## config.mk

```make
export PLATFORM = sky130hd
export DESIGN_NAME = vscale_regfile_wr_arbiter
export DESIGN_NICKNAME = d
export VERILOG_FILES = /design/src/rtl/vscale_regfile_wr_arbiter.sv
export SDC_FILE = /design/constraint.sdc
export NUM_CORES = 1
export LEC_CHECK = 0
export CORE_MARGIN = 1.5
export CORE_UTILIZATION = 30
export DETAILED_ROUTE_END_ITERATION = 8
export PLACE_DENSITY = 0.51
export SYNTH_ARGS = -nofsm -noshare
export SYNTH_HDL_FRONTEND = slang
export SYNTH_SLANG_ARGS = --single-unit
export TNS_END_PERCENT = 10
```

## constraint.sdc

```tcl
create_clock -name clk -period 3.4 [get_ports clk]
set_input_delay 0.34 -clock clk [delete_from_list [all_inputs] [get_ports clk]]
set_output_delay 0.34 -clock clk [all_outputs]
set_load 0.02 [all_outputs]
```

## src/rtl/vscale_regfile_wr_arbiter.sv

```systemverilog
// Shares the register file write port between the in-order writeback (priority) and a
// long-latency unit behind a small FIFO; also tracks registers still owed a late result.
module vscale_regfile_wr_arbiter #(
  parameter int unsigned ADDR_W     = 5,
  parameter int unsigned DATA_W     = 32,
  parameter int unsigned DEPTH      = 2,
  parameter int unsigned STARVE_MAX = 4
) (
  input  logic              clk,
  input  logic              reset,
  input  logic              wb_wen,
  input  logic [ADDR_W-1:0] wb_wa,
  input  logic [DATA_W-1:0] wb_wd,
  output logic              wb_stall,
  input  logic              lu_valid,
  output logic              lu_ready,
  input  logic [ADDR_W-1:0] lu_wa,
  input  logic [DATA_W-1:0] lu_wd,
  input  logic              iss_valid,
  input  logic [ADDR_W-1:0] iss_rd,
  input  logic [ADDR_W-1:0] ra1,
  input  logic [ADDR_W-1:0] ra2,
  output logic              hazard,
  output logic              rf_wen,
  output logic [ADDR_W-1:0] rf_wa,
  output logic [DATA_W-1:0] rf_wd,
  output logic              proto_err
);

  localparam int unsigned PtrW = (DEPTH > 1) ? $clog2(DEPTH) : 1;
  localparam int unsigned CntW = PtrW + 1;
  localparam int unsigned ScW  = $clog2(STARVE_MAX + 1);
  localparam int unsigned NReg = 1 << ADDR_W;

  logic [ADDR_W-1:0] mem_wa_q [DEPTH];
  logic [DATA_W-1:0] mem_wd_q [DEPTH];
  logic [PtrW-1:0]   wr_ptr_q, rd_ptr_q;
  logic [CntW-1:0]   count_q, count_d;
  logic [ScW-1:0]    starve_q, starve_d;
  logic              stall_q, stall_d;
  logic              perr_q;
  logic [NReg-1:0]   busy_q, busy_d;

  logic fifo_empty, fifo_full, accept;
  logic grant_wb, grant_head, grant_byp, push, pop, starve_inc;
  logic [ADDR_W-1:0] sec_wa;

  assign fifo_empty = (count_q == '0);
  assign fifo_full  = (count_q == CntW'(DEPTH));
  assign lu_ready   = !fifo_full;
  assign accept     = lu_valid && lu_ready;

  // Fixed priority: writeback, then FIFO head, then same-cycle bypass of an empty FIFO.
  assign grant_wb   = !stall_q && wb_wen;
  assign grant_head = !grant_wb && !fifo_empty;
  assign grant_byp  = !grant_wb && fifo_empty && accept;
  assign push       = accept && !grant_byp;
  assign pop        = grant_head;
  assign starve_inc = !fifo_empty && grant_wb;
  assign sec_wa     = grant_head ? mem_wa_q[rd_ptr_q] : lu_wa;

  always_comb begin
    rf_wen = 1'b0;
    rf_wa  = '0;
    rf_wd  = '0;
    if (grant_wb) begin
      rf_wen = 1'b1;
      rf_wa  = wb_wa;
      rf_wd  = wb_wd;
    end else if (grant_head) begin
      rf_wen = 1'b1;
      rf_wa  = mem_wa_q[rd_ptr_q];
      rf_wd  = mem_wd_q[rd_ptr_q];
    end else if (grant_byp) begin
      rf_wen = 1'b1;
      rf_wa  = lu_wa;
      rf_wd  = lu_wd;
    end
  end

  always_comb begin
    count_d = count_q + CntW'(push) - CntW'(pop);
    if (fifo_empty || pop) begin
      starve_d = '0;
    end else if (starve_inc && (starve_q != ScW'(STARVE_MAX))) begin
      starve_d = starve_q + ScW'(1);
    end else begin
      starve_d = starve_q;
    end
    // Stall once the head has lost STARVE_MAX arbitrations; hold until the FIFO drains.
    stall_d = (starve_inc && (starve_q == ScW'(STARVE_MAX - 1))) ||
              (stall_q && (count_d != '0));
  end

  // Clear before set so a same-cycle reissue of the register keeps it busy.
  always_comb begin
    busy_d = busy_q;
    if (grant_head || grant_byp) begin
      busy_d[sec_wa] = 1'b0;
    end
    if (iss_valid && (iss_rd != '0)) begin
      busy_d[iss_rd] = 1'b1;
    end
    busy_d[0] = 1'b0;
  end

  assign hazard    = busy_q[ra1] || busy_q[ra2];
  assign wb_stall  = stall_q;
  assign proto_err = perr_q;

  always_ff @(posedge clk or posedge reset) begin
    if (reset) begin
      wr_ptr_q <= '0;
      rd_ptr_q <= '0;
      count_q  <= '0;
      starve_q <= '0;
      stall_q  <= 1'b0;
      perr_q   <= 1'b0;
      busy_q   <= '0;
    end else begin
      if (push) wr_ptr_q <= wr_ptr_q + PtrW'(1);
      if (pop)  rd_ptr_q <= rd_ptr_q + PtrW'(1);
      count_q  <= count_d;
      starve_q <= starve_d;
      stall_q  <= stall_d;
      perr_q   <= perr_q || (wb_wen && stall_q);
      busy_q   <= busy_d;
    end
  end

  always_ff @(posedge clk) begin
    if (push) begin
      mem_wa_q[wr_ptr_q] <= lu_wa;
      mem_wd_q[wr_ptr_q] <= lu_wd;
    end
  end

endmodule

```

After elaboration in Yosys (flattened, before gate mapping)
Memory sizes are Yosys's and may differ from the RTL's.
Cells that the tools add are included.
W data, S select, Z words.
- add/sub/neg operators: 5
- $lt $le $gt $ge: 6
- eq/ne operators: 3
- multiplexer cells: 24
- bitwise gates (word level): 3
- reductions and logical operators: 28
- operators by type and width (kind ; count):
    $mux W32 ; 5
    $and A32 B32 Y32 ; 1
    $not A32 Y32 ; 1
    $or A32 B32 Y32 ; 1
    $lt A5 B6 Y1 const B ; 4
    $mux W5 ; 4
    $logic_and A1 B1 Y1 ; 14
    $bmux W1 S5 ; 2
    $demux W1 S5 ; 2
    $ge A5 B1 Y1 const B ; 2
    $mux W1 ; 9
    $mux W3 ; 2
    $logic_not A1 Y1 ; 5
    $logic_or A1 B1 Y1 ; 5
    $reduce_bool A5 Y1 ; 1
    $reduce_bool A2 Y1 ; 2
    $add A3 B1 Y3 const B ; 1
    $eq A3 B2 Y1 const B ; 1
    $ne A3 B3 Y1 const B ; 1
    $add A1 B1 Y1 const B ; 2
    $add A2 B1 Y2 ; 1
    $eq A2 B2 Y1 const B ; 1
    $logic_not A2 Y1 ; 1
    $sub A2 B1 Y2 ; 1
- register bits after elaboration: 40
- bits in writable memories: 74
- logic and storage cells: 78
- memories: 2
- memories (name ; words ; bits a word ; read ports ; clocked after Yosys merged registers in ; write ports ; RTL line ; source):
    mem_wd_q ; 2 ; 32 ; 1 ; 0 ; 1 ; 36 ; logic [DATA_W-1:0] mem_wd_q [DEPTH];
    mem_wa_q ; 2 ; 5 ; 1 ; 0 ; 1 ; 35 ; logic [ADDR_W-1:0] mem_wa_q [DEPTH];

Depth between registers and ports, before layout
Gate-level depths: netlist of the first run.
- depth after elaboration: 14
- gate-level depth with buffers: 11
- gate-level depth less buffers: 10

Least setup slack after synthesis of the first run
OpenSTA, ideal clock, no wires.
- kind: register to register
- start point: reg stall_q (netlist: wb_stall)
- end point: mem mem_wa_q[0][0], enable pin
- arrival time: 2726 ps
- path slack: 243 ps
- stages on the path, launching flop included: 6
- path buffers: 1
- period minus slack after synthesis: 3157 ps
- cells stage by stage: dfrtp_1 > nand2b_1 > clkbuf_1 > nor2_1 > o21ai_0 > nor2_1
- word-level cells in the longest chain between the ends: 9
- RTL lines (what ; RTL line ; source):
    from (decl) ; 40 ; logic stall_q, stall_d;
    from (signal assigned) ; 125 ; stall_q <= stall_d;
    $logic_not A1 Y1 ; 54 ; assign grant_wb = !stall_q && wb_wen;
    $logic_and A1 B1 Y1 ; 54 ;
    $logic_not A1 Y1 ; 56 ; assign grant_byp = !grant_wb && fifo_empty && accept;
    $logic_and A1 B1 Y1 (2 in a row) ; 56 ;
    $logic_not A1 Y1 ; 57 ; assign push = accept && !grant_byp;
    $logic_and A1 B1 Y1 ; 57 ;
    $mux W1 ; 132 ; if (push) begin
    $mux W1 (not written as such) ; 133 ; mem_wa_q[wr_ptr_q] <= lu_wa;
    to (decl) ; 35 ;
Every way passes these cells.

Worst setup path after layout of the first run
- start point: in ra2[0]
- end point: out hazard
- word-level cells in the longest chain between the ends: 3
- RTL lines (what ; RTL line ; source):
    from (decl) ; 22 ; input logic [ADDR_W-1:0] ra2,
    $bmux W1 S5 ; 107 ; assign hazard = busy_q[ra1] || busy_q[ra2];
    $mux W1 (not written as such) ; 107 ;
    $logic_or A1 B1 Y1 ; 107 ;
    to (decl) ; 23 ; output logic hazard,
Every way passes these cells. The select of a mux whose other input is x is not followed.

==> metrics, run 1 <==
status=completed; area of the core=19300 um2; WL final=16200 um; Post-synth EDFFs=74; Worst EP required=3.06 ns; layout cells sized above 1=9.75%; Fillers=1848; worst reg2reg path startpoint=wb_stall$_DFF_PP0_; CTS Buf Count=17; Post-Syn Area=5890 um2; LEAKAGE=0.00296 uW; Pint=4300 uW; metal2 WL=7880 um; maximum fanout along the worst path=10; pin count of the biggest net entering global routing=73; Arrival @ worst endpoint=2.83 ns; NumNets Final=753; # rows=51; Pwr Total=6880 uW; setup violators final=0; mean number of vias per cell=5.15; routability congestion estimate=0.844; Hold Fails Final Rpt=0; DR iter-0 viols=271; antenna viol nets, final=0; setup TNS=0 ns; Post-CTS Hold Fix Bufs=0; Sw Ratio=37.4%; FF+latch count, synth=114; # H-tree levels=4; register area=3220 um2; Yosys cell types=48; CTS tree=yes; asr flop ratio synth=35.1%; Cells after Synth=525; GRT Util Overall=16.2%; R2R depth=5; remaining global-route overflow=0; Max Transition Viols Final=0; startpoint types=input pin; Die Width=143 um; Sequential Power Share=32.5%; I/O Pins=136; Post-Syn Nets=624; DRC violations left=0; combinational share of power=44.6%; Clock Skew=0.00924 ns; Final min period=3.17 ns; hpwl dp=11600 um; Worst Hold Class=input pin to asynchronous set/reset pin; DR vias=4801; Worst Setup Path Type=input pin to output port; max_cap viols=0; r2r setup slk=0.80 ns; metal1 wirelength=7320 um; die area=20500 um2; commonest non-fill, non-tap cell in the layout=clkdlybuf4s50_1; Inserted Diodes=0; most frequent cells in the layout=clkdlybuf4s50_1, nor2_1, edfxtp_1, mux2i_1; area occupied by multi-input gates=2490 um2; CTS sink count=114; vias in the first global route=4723; sequential element share of the synthesized area=54.7%; Yosys warning count=0; initial antenna violation count=0; Port Buffers=135; CTS clk-pin slew, worst paths=0.05 ns; Slew @ Worst Pin=1.19 ns; wire per inst=17.4 um; global-route wire length before repair=25300 um; Clock Latency Late Sink=0.41 ns; RSZ-0062 raised after global routing=no; reg2reg end=busy_q[27]$_DFF_PP0_; Peak VDD IR=0.459 mV; Clk network pwr share=22.9%; Starting Density=30.5%; average cell area after synthesis=11.2 um2; post-cts resize count=0; synth-to-layout area growth=37.4%; pwr dens=850 nW/um2; prevailing post-synth register cell=edfxtp_1; CTS Buffer Depth=2; Setup crit end kind=output port; FMAX=315 MHz; Max Used Layer=met4; Die Y-Extent=143 um; Psw=2580 uW; Slew headroom=20.6%; routed wl met3=737 um; first-pass detailed-route iteration total=4; Period Utilization, post-route=93.3%; Post-CTS Setup Bufs=0; Root Buffer=clkbuf_16
[sequential cells by signal, indices dropped and copies added (netlist names)]
| signal | cells |
|---|---|
| busy_q | 31 |
| count_q | 2 |
| mem_wa_q | 10 |
| mem_wd_q | 64 |
| proto_err | 1 |
| rd_ptr_q | 1 |
| starve_q | 3 |
| wb_stall | 1 |
| wr_ptr_q | 1 |
[synthesized netlist by cell type (3+ instances only)]
| cell type | instances | share of area [%] |
|---|---|---|
| a2111oi_0 | 3 | 0.45 |
| a211oi_1 | 3 | 0.38 |
| a21oi_1 | 39 | 3.3 |
| a31oi_1 | 36 | 3.8 |
| buf_1 | 4 | 0.25 |
| buf_2 | 7 | 0.59 |
| clkbuf_1 | 25 | 1.6 |
| dfrtp_1 | 40 | 17 |
| edfxtp_1 | 74 | 38 |
| ha_1 | 5 | 1.1 |
| inv_1 | 8 | 0.51 |
| mux2_2 | 7 | 1.3 |
| mux2i_1 | 41 | 7.0 |
| mux4_2 | 11 | 4.2 |
| nand2_1 | 12 | 0.76 |
| nand2b_1 | 3 | 0.32 |
| nand3_1 | 8 | 0.68 |
| nand3b_1 | 5 | 0.64 |
| nor2_1 | 79 | 5.0 |
| nor2b_1 | 4 | 0.42 |
| nor3_1 | 5 | 0.42 |
| nor4_1 | 3 | 0.32 |
| o21ai_0 | 30 | 2.5 |
| o21ai_1 | 6 | 0.51 |
| o31ai_1 | 31 | 4.0 |
| or3_1 | 3 | 0.32 |
| xnor2_1 | 4 | 0.59 |
[cell type report]
class | count | area share (%)
sequential | 114 | 39.8
clock inverter | 8 | 0.804
inverter | 8 | 0.371
multi-input combinational | 364 | 30.7
timing repair buffer | 149 | 18.5
clock buffer | 24 | 5.70
tap | 265 | 4.10
[worst max-delay path, stage by stage]
cell and delay (ns):
clkdlybuf4s50_1 0.77, mux4_2 0.56, and4b_1 0.21, nor4_1 0.26, nand4_1 0.12, clkdlybuf4s50_1 0.55
[power by group through the flow]
stage | sequential, uW | combinational [uW] | clock, uW
floorplan | 2140 | 2020 | 0
CTS | 2240 | 3090 | 1620
global placement | 2250 | 3040 | 0
finish | 2230 | 3070 | 1580
global route | 2270 | 3370 | 1680
detailed placement | 2250 | 3080 | 0
[cell families (layout without fill, tap and decap cells)]
group	count (synthesis)	in the layout	synth area share (%)
AOI/OAI and AO/OA	159	159	16.6
adders and majority gates	5	5	1.06
xor gates and xnor gates	5	5	0.744
DFF	114	114	54.7
buffers and inverters	47	189	3.46
and+or+nand+nor	136	136	10.9
muxes	59	59	12.5
[layer usage]
layer,track usage [%],vias up
li1,-,2283
met4,6.62,0
met5,0,-
met2,26.3,126
met3,3.35,18
met1,21.0,2374
[worst max path at each step]
stage	startpoint	end	cells after the start
after detailed placement	ra2[0]	hazard	6
after global routing	ra2[0]	hazard	6
final	ra2[0]	hazard	6
after floorplan	wb_stall$_DFF_PP0_	mem_wa_q[0][0]$_DFFE_PP_	5
after global placement	ra2[0]	hazard	6
after CTS	ra2[0]	hazard	6
[metrics by stage]
step	utilization [%]	cells	area, um2	hold slack (ns)	worst slack, ns
floorplan	-	525	5890	0.439	0.243
global placement	39.1	900	7570	0.450	0.229
detailed placement	39.1	900	7570	0.457	0.197
CTS	41.9	932	8090	0.367	0.197
global route	41.9	932	8090	0.431	0.0344
finish	41.9	932	8090	0.367	0.229
(Power assumes the default switching activity.)
==> inputs of run 2 (changes only) <==
--- a/config.mk
+++ b/config.mk
@@ -8,7 +8,10 @@
 export CORE_MARGIN = 1.5
 export CORE_UTILIZATION = 30
 export DETAILED_ROUTE_END_ITERATION = 8
+export HOLD_SLACK_MARGIN = 0.06
 export PLACE_DENSITY = 0.51
+export SKIP_CTS_REPAIR_TIMING = 1
+export SLEW_MARGIN = 30
 export SYNTH_ARGS = -nofsm -noshare
 export SYNTH_HDL_FRONTEND = slang
 export SYNTH_SLANG_ARGS = --single-unit
==> run 2 against run 1 <==
Effect of this change: first-iteration DRC count increased by 4.8%; flip-flop and latch count unchanged; final cell count is the same; clock power up 3%; critical path type unchanged; combinational power about the same; largest power group unchanged; clock skew hardly changed.
==> metrics, run 2 (same netlist as run 1, synthesis figures left out) <==
area of the core=19300 um2 (unchanged); Root Buffer=clkbuf_16; Die Y-Extent=143 um (unchanged); Inserted Diodes=0 (unchanged); setup violators final=0 (unchanged); Worst Setup Slack post-DPL=0.217 ns (+0.0198 ns); routability congestion estimate=0.844 (unchanged); final worst setup slack=0.255 ns (+0.0262 ns); Final min period=3.15 ns (-0.0262 ns); Setup crit end kind=output port; Worst EP required=3.06 ns (about the same); Hold Fails Final Rpt=0 (unchanged); vias in the first global route=4700 (-0.49%); die area=20500 um2 (unchanged); NumNets Final=753 (unchanged); Starting Density=30.5% (unchanged); crit path cell chain=clkdlybuf4s50_1 > mux4_2 > and4b_1 > nor4_1 > nand4_1 > clkdlybuf4s50_1; synth-to-layout area growth=37.8%; Worst Setup Path Type=input pin to output port; Fillers=1869 (+1.1%); I/O Pins=136 (unchanged); FMAX=318 MHz (+0.83%); Slew @ Worst Pin=0.970 ns (-0.221 ns); first-pass detailed-route iteration total=4 (unchanged); maximum fanout along the worst path=10 (unchanged); remaining global-route overflow=0 (unchanged); Max Transition Viols Final=0 (unchanged); Peak VDD IR=0.491 mV (+7.0%); hpwl dp=11600 um (+0.76%); GRT Util Overall=16.2% (+0.053 points); layout cells sized above 1=9.45% (-0.30 points); global-route wire length before repair=25300 um (+0.19%); antenna viol nets, final=0 (unchanged); WP buf/inv=2 (unchanged); Die Width=143 um (unchanged); most frequent cells in the layout=clkdlybuf4s50_1, nor2_1, edfxtp_1, mux2i_1, dfrtp_1; # H-tree levels=4 (unchanged); LEAKAGE=0.00296 uW (about the same); pwr dens=854 nW/um2 (+0.57%); WL final=16200 um (+0.20%); status=completed; RSZ-0062 raised after global routing=no; Clock Latency Late Sink=0.42 ns (about the same); DRC violations left=0 (unchanged); Worst Hold Class=input pin to asynchronous set/reset pin; commonest non-fill, non-tap cell in the layout=clkdlybuf4s50_1; pin count of the biggest net entering global routing=73 (unchanged); CTS Buf Count=17 (unchanged); Slew headroom=35.2% (+15 points); # rows=51 (unchanged); wire per inst=17.4 um (+0.20%); DR iter-0 viols=284 (+4.8%); CP max stage delay=0.77 ns (about the same); max_cap viols=0 (unchanged); biggest regs=mem_wd_q (64), busy_q (31), mem_wa_q (10); CTS clk-pin slew, worst paths=0.05 ns (about the same); Arrival @ worst endpoint=2.81 ns (-0.02 ns); Clock Skew=0.00959 ns (+0.000343 ns); Reg with most FFs=mem_wd_q; Critical Path Start=ra2[0]; startpoint types=input pin; cell mode on critical path=clkdlybuf4s50_1; initial antenna violation count=0 (unchanged); CTS tree=yes; CP max stage cell=clkdlybuf4s50_1; Largest register FFs=64 (unchanged); family with the most delay on the worst path=buffers and inverters; Period Utilization, post-route=92.5% (-0.77 points); mean number of vias per cell=5.14 (-0.23%); CTS Buffer Depth=2 (unchanged); worst reg2reg path startpoint=wb_stall$_DFF_PP0_; DR vias=4790 (-0.23%); setup TNS=0 ns (unchanged); Port Buffers=135 (unchanged); CTS sink count=114 (unchanged)
## run 2: cell types whose count changed in the layout (fill, tap and decap cells not counted), sizes merged
cell	before	now
bufinv	1	2
clkbuf	24	23
## run 2: final cells by class
type                    count  area (um2)  share of cell area, %
inverters                   8        30.0                  0.370
multi-input cells         364        2500                   30.8
clock inverters             9        90.1                   1.11
repair buffers            149        1490                   18.4
flip-flops and latches    114        3220                   39.7
clock buffers              23         448                   5.52
well taps                 265         332                   4.09
## run 2: per-stage QoR
stage / utilization [%] / power, uW / instances / instance area, um2 / hold WS (ns)
3_5_place_dp: 39.2 / 5350 / 900 / 7570 / 0.456
5_1_grt: 42.0 / 7400 / 932 / 8120 / 0.424
4_1_cts: 41.9 / 7000 / 932 / 8110 / 0.369
2_1_floorplan: - / 4160 / 525 / 5890 / 0.439
6_report: 42.0 / 6930 / 932 / 8120 / 0.352
3_3_place_gp: 39.1 / 5290 / 900 / 7570 / 0.450
## run 2: worst paths after layout
kind,endpoint,slack (ns),cells after the start
worst min register to register,proto_err$_DFF_PP0_,0.47,1
max in group asynchronous,rd_ptr_q$_DFFE_PP0N_,2.67,3
min in group clk,proto_err$_DFF_PP0_,0.47,1
worst max-delay path,hazard,0.25,6
worst min-delay path,busy_q[20]$_DFF_PP0_,0.35,3
worst max register to register,busy_q[25]$_DFF_PP0_,0.87,5
## run 2: routing by layer
| metal | vias up | global-route usage (%) | share of wire, % |
|---|---|---|---|
| met2 | 146 | 26.5 | 48 |
| met5 | - | 0 | 0 |
| li1 | 2281 | - | - |
| met1 | 2339 | 20.7 | 45 |
| met4 | 0 | 7.11 | 2.2 |
| met3 | 24 | 3.55 | 5.2 |
## run 2: worst min-delay path: stages
cell and delay [ns]:
clkdlybuf4s50_1 0.39, inv_1 0.05, buf_4 0.43
## run 2: report_power, final
| part | leakage, uW | switching, uW | internal (uW) |
|---|---|---|---|
| registers | 0.00117 | 293 | 1940 |
| clock network | 0.000263 | 564 | 1060 |
| logic | 0.00152 | 1720 | 1360 |
